==> config.mk <==
export PLATFORM = sky130hd
export DESIGN_NAME = rv32_lsu
export DESIGN_NICKNAME = d
export VERILOG_FILES = /design/src/rtl/rv32_lsu.sv
export SDC_FILE = /design/constraint.sdc
export NUM_CORES = 1
export LEC_CHECK = 0
export ABC_AREA = 1
export BUFFER_PORTS_ARGS = -buffer_cell sky130_fd_sc_hd__buf_2
export CORE_ASPECT_RATIO = 0.8
export CORE_MARGIN = 2
export CORE_UTILIZATION = 40
export DETAILED_ROUTE_END_ITERATION = 8
export GPL_TIMING_DRIVEN = 0
export PLACE_DENSITY_LB_ADDON = 0.1
export SYNTH_ARGS = -nofsm -noshare
export SYNTH_HDL_FRONTEND = slang
export SYNTH_SLANG_ARGS = --single-unit
==> constraint.sdc <==
create_clock -name clk -period 4.75 [get_ports clk]
set_input_delay 0.475 -clock clk [delete_from_list [all_inputs] [get_ports clk]]
set_output_delay 0.475 -clock clk [all_outputs]
set_load 0.02 [all_outputs]
==> src/rtl/rv32_lsu.sv <==
// RV32 load/store unit: one valid/ack data-memory transaction per request with lane
// formatting, load extension and fault reporting. Optional macro LSU_TIMEOUT_EN adds a bus timeout.
module rv32_lsu #(
    parameter int TIMEOUT_CYCLES = 255
) (
    input  logic        clk,
    input  logic        reset,
    input  logic        req_valid,
    output logic        req_ready,
    input  logic        req_store,
    input  logic [2:0]  funct3,
    input  logic [31:0] addr,
    input  logic [31:0] store_data,
    output logic        mem_req,
    output logic        mem_we,
    output logic [31:0] mem_addr,
    output logic [31:0] mem_wdata,
    output logic [3:0]  mem_be,
    input  logic        mem_ack,
    input  logic [31:0] mem_rdata,
    output logic        wb_valid,
    output logic [31:0] wb_data,
    output logic        done,
    output logic        fault_valid,
    output logic [1:0]  fault_code
);

    localparam logic [0:0] ST_IDLE = 1'b0;
    localparam logic [0:0] ST_BUS  = 1'b1;

    localparam logic [1:0] FC_MISALIGN = 2'b01;
    localparam logic [1:0] FC_ILLEGAL  = 2'b10;
    localparam logic [1:0] FC_TIMEOUT  = 2'b11;

    if ((TIMEOUT_CYCLES < 1) || (TIMEOUT_CYCLES > 65535)) begin : g_bad_timeout
        $error("rv32_lsu: TIMEOUT_CYCLES out of range 1..65535");
    end

    logic [0:0] state_r;
    logic       store_r;
    logic [2:0] funct3_r;
    logic [1:0] addr_lo_r;

    logic        accept_s;
    logic        illegal_s;
    logic        misaligned_s;
    logic        go_bus_s;
    logic        timeout_hit_s;
    logic [35:0] store_fmt_s;

    // Store lane formatting: returns {byte_enables, replicated_write_data}.
    function automatic logic [35:0] format_store(input logic [2:0] f3, input logic [1:0] lo,
                                                 input logic [31:0] sd);
        logic [35:0] res;
        case (f3[1:0])
            2'b00:   res = {4'b0001 << lo, {4{sd[7:0]}}};
            2'b01:   res = {4'b0011 << {lo[1], 1'b0}, {2{sd[15:0]}}};
            default: res = {4'b1111, sd};
        endcase
        return res;
    endfunction

    // Load alignment and extension from the returned word.
    function automatic logic [31:0] format_load(input logic [2:0] f3, input logic [1:0] lo,
                                                input logic [31:0] rd);
        logic [31:0] b;
        logic [31:0] res;
        b = rd >> {lo, 3'b000};
        case (f3)
            3'b000:  res = {{24{b[7]}}, b[7:0]};
            3'b100:  res = {24'h000000, b[7:0]};
            3'b001:  res = {{16{b[15]}}, b[15:0]};
            3'b101:  res = {16'h0000, b[15:0]};
            default: res = rd;
        endcase
        return res;
    endfunction

    assign req_ready = (state_r == ST_IDLE);

    // Request decode: illegal encodings first, then natural-alignment check.
    always_comb begin
        accept_s     = req_valid && req_ready;
        illegal_s    = 1'b0;
        misaligned_s = 1'b0;
        if (req_store) begin
            illegal_s = (funct3[2] == 1'b1) || (funct3[1:0] == 2'b11);
        end else begin
            illegal_s = (funct3 == 3'b011) || (funct3 == 3'b110) || (funct3 == 3'b111);
        end
        case (funct3[1:0])
            2'b01:   misaligned_s = addr[0];
            2'b10:   misaligned_s = (addr[1:0] != 2'b00);
            default: misaligned_s = 1'b0;
        endcase
        go_bus_s    = accept_s && !illegal_s && !misaligned_s;
        store_fmt_s = format_store(funct3, addr[1:0], store_data);
    end

`ifdef LSU_TIMEOUT_EN
    localparam logic [15:0] TIMEOUT_LAST = 16'(TIMEOUT_CYCLES - 1);

    logic [15:0] timer_r;

    // Bus wait counter: cleared on entry to BUS, counts every BUS cycle without ack.
    always_ff @(posedge clk) begin
        if (reset) begin
            timer_r <= 16'h0000;
        end else if (go_bus_s) begin
            timer_r <= 16'h0000;
        end else if ((state_r == ST_BUS) && !mem_ack) begin
            timer_r <= timer_r + 16'h0001;
        end else begin
            timer_r <= timer_r;
        end
    end

    // The last permitted wait cycle without ack ends the access; an ack in that cycle wins.
    always_comb begin
        timeout_hit_s = (state_r == ST_BUS) && !mem_ack && (timer_r == TIMEOUT_LAST);
    end
`else
    always_comb begin
        timeout_hit_s = 1'b0;
    end
`endif

    // Main FSM with registered bus, writeback and fault outputs.
    always_ff @(posedge clk) begin
        if (reset) begin
            state_r     <= ST_IDLE;
            store_r     <= 1'b0;
            funct3_r    <= 3'b000;
            addr_lo_r   <= 2'b00;
            mem_req     <= 1'b0;
            mem_we      <= 1'b0;
            mem_addr    <= 32'h0000_0000;
            mem_wdata   <= 32'h0000_0000;
            mem_be      <= 4'b0000;
            wb_valid    <= 1'b0;
            wb_data     <= 32'h0000_0000;
            done        <= 1'b0;
            fault_valid <= 1'b0;
            fault_code  <= 2'b00;
        end else begin
            wb_valid    <= 1'b0;
            done        <= 1'b0;
            fault_valid <= 1'b0;
            case (state_r)
                ST_IDLE: begin
                    if (accept_s && illegal_s) begin
                        fault_valid <= 1'b1;
                        fault_code  <= FC_ILLEGAL;
                        done        <= 1'b1;
                    end else if (accept_s && misaligned_s) begin
                        fault_valid <= 1'b1;
                        fault_code  <= FC_MISALIGN;
                        done        <= 1'b1;
                    end else if (go_bus_s) begin
                        state_r   <= ST_BUS;
                        store_r   <= req_store;
                        funct3_r  <= funct3;
                        addr_lo_r <= addr[1:0];
                        mem_req   <= 1'b1;
                        mem_we    <= req_store;
                        mem_addr  <= {addr[31:2], 2'b00};
                        mem_be    <= req_store ? store_fmt_s[35:32] : 4'b1111;
                        mem_wdata <= req_store ? store_fmt_s[31:0] : 32'h0000_0000;
                    end else begin
                        state_r <= ST_IDLE;
                    end
                end
                ST_BUS: begin
                    if (mem_ack) begin
                        state_r <= ST_IDLE;
                        mem_req <= 1'b0;
                        mem_we  <= 1'b0;
                        done    <= 1'b1;
                        if (!store_r) begin
                            wb_valid <= 1'b1;
                            wb_data  <= format_load(funct3_r, addr_lo_r, mem_rdata);
                        end else begin
                            wb_valid <= 1'b0;
                        end
                    end else if (timeout_hit_s) begin
                        state_r     <= ST_IDLE;
                        mem_req     <= 1'b0;
                        mem_we      <= 1'b0;
                        done        <= 1'b1;
                        fault_valid <= 1'b1;
                        fault_code  <= FC_TIMEOUT;
                    end else begin
                        state_r <= ST_BUS;
                    end
                end
                default: begin
                    state_r <= ST_IDLE;
                    mem_req <= 1'b0;
                    mem_we  <= 1'b0;
                end
            endcase
        end
    end

endmodule

==> results of run 1 <==
-- worst paths after layout --
kind                  from             to  slack (ns)
min reg2reg  fault_code[0]  fault_code[0]        0.46
max reg2reg        state_r    wb_data[31]        3.16
min               addr[25]   mem_addr[25]        0.38
max              funct3[1]  mem_wdata[15]        2.51
-- area by class of cell --
type | count | area [µm²]
Multi-Input combinational cell | 594 | 2560
Inverter | 64 | 240
Tap cell | 175 | 219
Timing Repair Buffer | 209 | 1050
Sequential cell | 112 | 2240
Fill cell | 1400 | 6050
Buffer | 55 | 297
Clock buffer | 10 | 229
Clock inverter | 6 | 73.8
-- tightest hold or removal path: stages --
cell and delay (ns):
buf_2 0.07, o21ai_0 0.07, nor2_1 0.07
-- Yosys cell counts (all sizes together) --
master,instances
nand2,204
ha,4
o21ai,89
a21oi,79
nand3,49
nor2,165
nor3,1
o211ai,1
dfxtp,112
inv,63
conb,1
clkbuf,18
clkinv,1
buf,37
-- report_power, final --
part / internal (mW) / switching [mW]
clock network: 0.418 / 0.362
registers: 0.994 / 0.0270
logic: 0.173 / 0.329
total: 1.59 / 0.718
-- state kept, by name, summed over array words and instances (netlist names) --
signal and flops:
mem_be 4, mem_wdata 32, funct3_r 3, mem_we 1
fault_code 2, wb_valid 1, wb_data 32, mem_addr 30
addr_lo_r 2, mem_req 1, store_r 1, state_r 1
fault_valid 1, done 1
-- kinds of logic after synthesis --
family / Yosys count / share of synthesized area
AO/OA/AOI/OAI: 169 / 0.159
buffers and inverters: 119 / 0.101
flip-flops: 112 / 0.420
AND/OR/NAND/NOR: 419 / 0.311
other: 1 / 0.000702
adder cells (fa/ha/maj): 4 / 0.00937
-- per-stage QoR --
step	hold slack [ns]	utilization	std cells	power [mW]	cell area, µm²
after CTS	0.373	0.533	1225	2.32	6910
after global placement	0.436	0.510	1209	1.54	6610
after floorplan	0.456	-	825	1.36	5340
after detailed placement	0.450	0.510	1209	1.54	6610
final	0.383	0.533	1225	2.30	6910
after global routing	0.385	0.533	1225	2.43	6910
-- metal layers --
metal	wire, µm	share of wire	global-route usage
met2	6740	0.39	0.342
met1	8780	0.51	0.364
met5	0	0	0
met4	123	0.0072	0.0388
met3	1460	0.086	0.0659
==> run metrics, run 1 <==
Final nets 1153; Min Clock Period, post-route 2.24 ns; cell area after synthesis 5340 µm²; Hold WC Path Type in -> reg; hold buffer count at cts 0; top cells by area, synth dfxtp_1 (42%), nand2_1 (14%), nor2_1 (11%), o21ai_0 (8.0%), a21oi_1 (7.4%); min setup slack post-route 2.51 ns; Setup crit start kind primary input; Root Buffer clkbuf_16; drt pass-1 iters 8; drt drc 0; hold path cells 3; CP delay by family, top buffers and inverters; Via-to-Cell Ratio 4.71; Post-CTS Resized 0; Post-Route WL 17100 µm; Detail Placement HPWL 13300 µm; placeable core area 13000 µm²; worst-path fanout max 10; vias in the first global route 5059; antenna violations before repair 0; crit-path cells buf_2 -> buf_2 -> clkinv_1 -> ha_1 -> inv_1 -> nor2_1 -> nand2_1 -> nand2_2 -> buf_2 -> nand2_1 -> a21oi_1; largest net degree at the start of global routing 20; instance count on the critical path 11; final setup vio count 0; CP required 5.02 ns; status complete, no violations; Initial Util 0.412; Crit-path slowest cell ha_1; slew of the pin with the lowest slew margin 0.611 ns; WP data arrival 2.51 ns; most used cell, CP buf_2; RSZ-0062 raised after global routing no; critical setup path kind in -> reg; maximum clock insertion buffer count 2; DR vias 5765; post-synthesis sequential area ratio 0.420; Post-CTS Setup Bufs 0; mean post-synth cell area 6.48 µm²; fraction of layout cells with a size suffix above 1 0.257; overall routing resource usage 0.240; proportion of netlist area held by the largest area contributor 0.420; Die Ht 107 µm; # diodes 0; IO Count 212; Max Freq 446 MHz; dpl ws 2.16 ns; Worst Skew 0.00729 ns; post-synth top area cell dfxtp_1; Max Cap Viol 0; post-synthesis cell count 824; CTS Buf Count 9; CTS H-Tree Depth 3; PwrDens 333 nW/µm²; commonest non-fill, non-tap cell in the layout buf_2; final period utilization 0.472; # rows 37; slowest stage delay, CP 0.38 ns; first-pass GRT wire length 27000 µm; CTS Sinks 112; routability cong. 0.927; Area Growth Syn to Fin 29.4%; Reg2Reg Depth 8; Port Buffers 209; Worst-path clk slew 0.08 ns; post-route setup TNS 0 ns; First DRT Iteration DRCs 469; CTS tree yes; VDD IR max 0.204 mV; Leak 3.55 nW; Die X 133 µm; drt wl/cell 14.0 µm; worst-skew pair later-pin latency 0.34 ns; Distinct cells, synth 23; global route total overflow 0; Slew Viols, Final 0; most frequent cells in the layout buf_2 (231), nand2_1 (200), nor2_1 (162); synth warn 0; Synth Register Bits 112; Final ANT Viol Nets 0; Fin. Hold Viols 0; Rel. slew slack 0.593; WP buf/inv 5; CP endpoint kind flop; DIE AREA 14300 µm²
Note: power is estimated with default switching activity, not from simulation.
==> run 2, diff against run 1 <==
- clock period: 4.75 -> 1.9 ns (I/O delays scaled with it)
==> run metrics, run 2 (synthesis results as in run 1) <==
status complete, no violations; Die X 133 µm; slowest stage delay, CP 0.28 ns; drt pass-1 iters 7; global route total overflow 0; post-route setup TNS 0 ns; antenna violations before repair 0; Port Buffers 209; Via-to-Cell Ratio 4.75; PwrDens 831 nW/µm²; RSZ-0062 raised after global routing no; CP endpoint kind flop; routability cong. 0.927; Root Buffer clkbuf_16; # diodes 0; Final ANT Viol Nets 0; biggest regs mem_wdata x32, wb_data x32, mem_addr x30; instance count on the critical path 13; WP buf/inv 5; fillcell total 1396; Max Cap Viol 0; worst-skew pair later-pin latency 0.34 ns; drt drc 0; First DRT Iteration DRCs 422; Initial Util 0.412; worst r2r src addr_lo_r[0]; VDD IR max 0.508 mV; CTS tree yes; multi-input logic area 2570 µm²; HP Start addr[25]; R2R setup slack 0.30 ns; fraction of layout cells with a size suffix above 1 0.258; Slew Viols, Final 0; overall routing resource usage 0.240; largest net degree at the start of global routing 20; drt wl/cell 14.0 µm; most frequent cells in the layout buf_2 (229), nand2_1 (200), nor2_1 (162); # rows 37; crit-path cells buf_2 -> buf_2 -> inv_4 -> ha_1 -> inv_1 -> nor2_1 -> nand2_1 -> nand2_1 -> nor2_4 -> buf_6 -> nand2_2 -> nor2_1 -> nor2_1; CP delay by family, top simple AND/OR/NAND/NOR gates; CTS Sinks 112; first-pass GRT wire length 27000 µm; Storage cell area 2240 µm²; CTS Buf Count 9; Worst Setup EP mem_be[1]; most used cell, CP nor2_1; Area Growth Syn to Fin 29.7%; final period utilization 0.893; Die Ht 107 µm; DIE AREA 14300 µm²; final setup vio count 0; commonest non-fill, non-tap cell in the layout buf_2; slew of the pin with the lowest slew margin 0.628 ns; WP data arrival 1.93 ns; Worst Skew 0.00689 ns; Detail Placement HPWL 13300 µm; Post-Route WL 17100 µm; Fin. Hold Viols 0; Leak 3.56 nW; maximum clock insertion buffer count 2; Post-CTS Setup Bufs 0; placeable core area 13000 µm²; Setup crit start kind primary input; DR vias 5813; min setup slack post-route 0.203 ns; Max Freq 589 MHz; Hold WC Path Type in -> reg; critical setup path kind in -> reg; Crit-path slowest cell ha_1; IO Count 212; reg-to-reg endpoint wb_data[1]; Final nets 1153; vias in the first global route 5059; crit path launch funct3[1]; Reg2Reg Depth 7; worst-path fanout max 10; Worst-path clk slew 0.07 ns; Rel. slew slack 0.581; Min Clock Period, post-route 1.70 ns; CP required 2.13 ns; final core utilization 0.534; CTS H-Tree Depth 3; dpl ws -0.407 ns
[run 2: timing repair]
item | 4_1_cts | 5_1_grt
resized for setup | 1 | 4
hold buffers | 0 | 0
setup endpoints to repair | 37 | 62
[run 2: per-stage QoR]
step	instances	hold slack, ns	power (mW)	instance area, µm²
after CTS	1225	0.0881	5.80	6910
after floorplan	825	0.354	3.40	5340
after global placement	1209	0.436	3.85	6610
after global routing	1225	0.100	6.08	6920
after detailed placement	1209	0.450	3.85	6610
final	1225	0.100	5.75	6920
[run 2: worst min path at each step]
stage	to	slack [ns]	cells past startpoint
final	mem_addr[25]	0.10	3
after global placement	fault_code[0]	0.44	2
after detailed placement	mem_addr[30]	0.45	3
after CTS	mem_addr[6]	0.09	3
after floorplan	mem_addr[10]	0.35	2
after global routing	mem_addr[27]	0.10	3
[run 2: power breakdown]
part | total, mW | internal, mW | switching, mW
registers | 2.55 | 2.49 | 0.0673
clock network | 1.94 | 1.04 | 0.896
logic | 1.26 | 0.435 | 0.824
total | 5.75 | 3.97 | 1.79
[run 2: worst register-to-register path: stages, from the launching register on]
cell,delay [ns]
dfxtp_1,0.36
buf_2,0.21
buf_2,0.25
nand2_1,0.17
o21ai_0,0.27
nand2_1,0.11
nand2_1,0.07
a21oi_1,0.06
[run 2: routing by layer]
| metal | GRT usage | vias to the layer above | share of wire |
|---|---|---|---|
| met4 | 0.0388 | 0 | 0.0085 |
| li1 | - | 3037 | - |
| met1 | 0.364 | 2519 | 0.51 |
| met3 | 0.0659 | 16 | 0.088 |
| met5 | 0 | - | 0 |
| met2 | 0.342 | 241 | 0.39 |
[run 2: layout make-up]
type | count | area share
Multi-Input combinational cell | 594 | 0.371
Sequential cell | 112 | 0.324
Timing Repair Buffer | 209 | 0.151
Buffer | 55 | 0.0436
Inverter | 64 | 0.0351
Clock buffer | 10 | 0.0331
Tap cell | 175 | 0.0316
Clock inverter | 6 | 0.0107
==> run 3, diff against run 2 <==
- PLACE_DENSITY: unset -> 0.71
- PLACE_DENSITY_LB_ADDON: 0.1 -> unset
==> run metrics, run 3 (synthesis results as in run 1) <==
slew of the pin with the lowest slew margin 0.576 ns; Max Freq 601 MHz; Fin. Hold Viols 0; vias in the first global route 5235; Rel. slew slack 0.616; DR vias 5859; final period utilization 0.875; most used cell, CP buf_2; fraction of layout cells with a size suffix above 1 0.258; Reg2Reg Depth 8; CTS Sinks 112; reg-to-reg endpoint wb_data[28]; slowest stage delay, CP 0.28 ns; Area Growth Syn to Fin 29.1%; Hold WC Path Type in -> reg; antenna violations before repair 0; hold buffer count at cts 0; Root Buffer clkbuf_16; biggest regs mem_wdata x32, wb_data x32, mem_addr x30; drt pass-1 iters 5; Post-Route WL 17100 µm; worst-skew pair later-pin latency 0.34 ns; Final ANT Viol Nets 0; Min Clock Period, post-route 1.66 ns; maximum clock insertion buffer count 2; worst r2r src state_r; sw power 1.78 mW; CTS tree yes; Leak 3.55 nW; Gate power share 0.224; Port Buffers 209; WP data arrival 1.93 ns; Crit-path slowest cell ha_1; critical setup path kind in -> reg; most frequent cells in the layout buf_2 (231), nand2_1 (200), nor2_1 (162); Min-Delay Endpoint mem_addr[25]; Die X 133 µm; overall routing resource usage 0.239; VDD IR max 0.559 mV; clock power share 0.321; IO Count 212; Setup crit start kind primary input; First DRT Iteration DRCs 424; Detail Placement HPWL 13400 µm; worst-path fanout max 10; CP endpoint kind flop; Sequential Power Share 0.455; routability cong. 0.977; Initial Util 0.412; R2R setup slack 0.25 ns; status complete, no violations; Internal Pwr Total 3.83 mW; CTS Buf Count 9; HP Start addr[25]; CP required 2.17 ns; drt drc 0; # rows 37; hold_ws 0.0965 ns; DIE AREA 14300 µm²; Max Cap Viol 0; Die Ht 107 µm; final setup vio count 0; hold path cells 3; Worst-path clk slew 0.07 ns; RSZ-0062 raised after global routing no; Worst Skew 0.00881 ns; drt wl/cell 13.9 µm; placeable core area 13000 µm²; crit path launch funct3[1]; CTS H-Tree Depth 3; first-pass GRT wire length 27200 µm; Final nets 1153; # diodes 0; Sw Share 0.318; largest net degree at the start of global routing 20; crit-path cells buf_2 -> buf_2 -> inv_4 -> ha_1 -> inv_1 -> nor2_1 -> nand2_1 -> nand2_4 -> buf_2 -> nand2_1 -> a21oi_1; PwrDens 815 nW/µm²; commonest non-fill, non-tap cell in the layout buf_2; Via-to-Cell Ratio 4.78; global route total overflow 0; final core utilization 0.532; Slew Viols, Final 0
## run 3: worst max-delay path: cells and delay by family
family / cells / cell delay [ns]
buffers and inverters: 5 / 0.74
AND/OR/NAND/NOR: 4 / 0.55
adder cells (fa/ha/maj): 1 / 0.28
AO/OA/AOI/OAI: 1 / 0.15
## run 3: worst max-delay path by stage
stage | end | slack [ns] | depth (start not counted)
2_1_floorplan | state_r | 0.16 | 12
3_3_place_gp | funct3_r[1] | -0.40 | 11
3_5_place_dp | store_r | -0.43 | 11
4_1_cts | store_r | 0.08 | 11
5_1_grt | mem_be[2] | 0.04 | 13
6_report | store_r | 0.24 | 11
## run 3: layout make-up
type                            instances  area [µm²]
Sequential cell                       112        2240
Multi-Input combinational cell        594        2570
Buffer                                 55         297
Tap cell                              175         219
Clock buffer                           10         229
Clock inverter                          6        50.0
Inverter                               64         243
Fill cell                            1348        6070
Timing Repair Buffer                  209        1050
## run 3: power by group through the flow
stage / clock, mW / sequential [mW] / combinational [mW]
2_1_floorplan: 0 / 2.76 / 0.634
3_3_place_gp: 0 / 2.60 / 1.24
3_5_place_dp: 0 / 2.61 / 1.25
4_1_cts: 1.86 / 2.55 / 1.25
5_1_grt: 1.95 / 2.57 / 1.41
6_report: 1.80 / 2.55 / 1.26
## run 3: repair_timing
item / in CTS / in global routing
endpoints found under the hold margin: 0 / 0
cloned: 0 / 0
gates resized for setup: 1 / 2
setup buffers: 0 / 0
endpoints found under the setup margin: 51 / 70
## run 3: per-stage QoR
stage	setup TNS (ns)	instances	area [µm²]	setup slack, ns	power [mW]
2_1_floorplan	0	825	5340	0.157	3.40
3_3_place_gp	-26.43	1209	6610	-0.396	3.85
3_5_place_dp	-27.05	1209	6610	-0.433	3.85
4_1_cts	0	1225	6890	0.0816	5.66
5_1_grt	0	1225	6890	0.0384	5.93
6_report	0	1225	6890	0.237	5.62
## run 3: routing by layer
layer | share of wire | GRT usage
met1 | 0.50 | 0.354
met2 | 0.40 | 0.349
met3 | 0.081 | 0.0574
met4 | 0.014 | 0.0555
met5 | 0 | 0
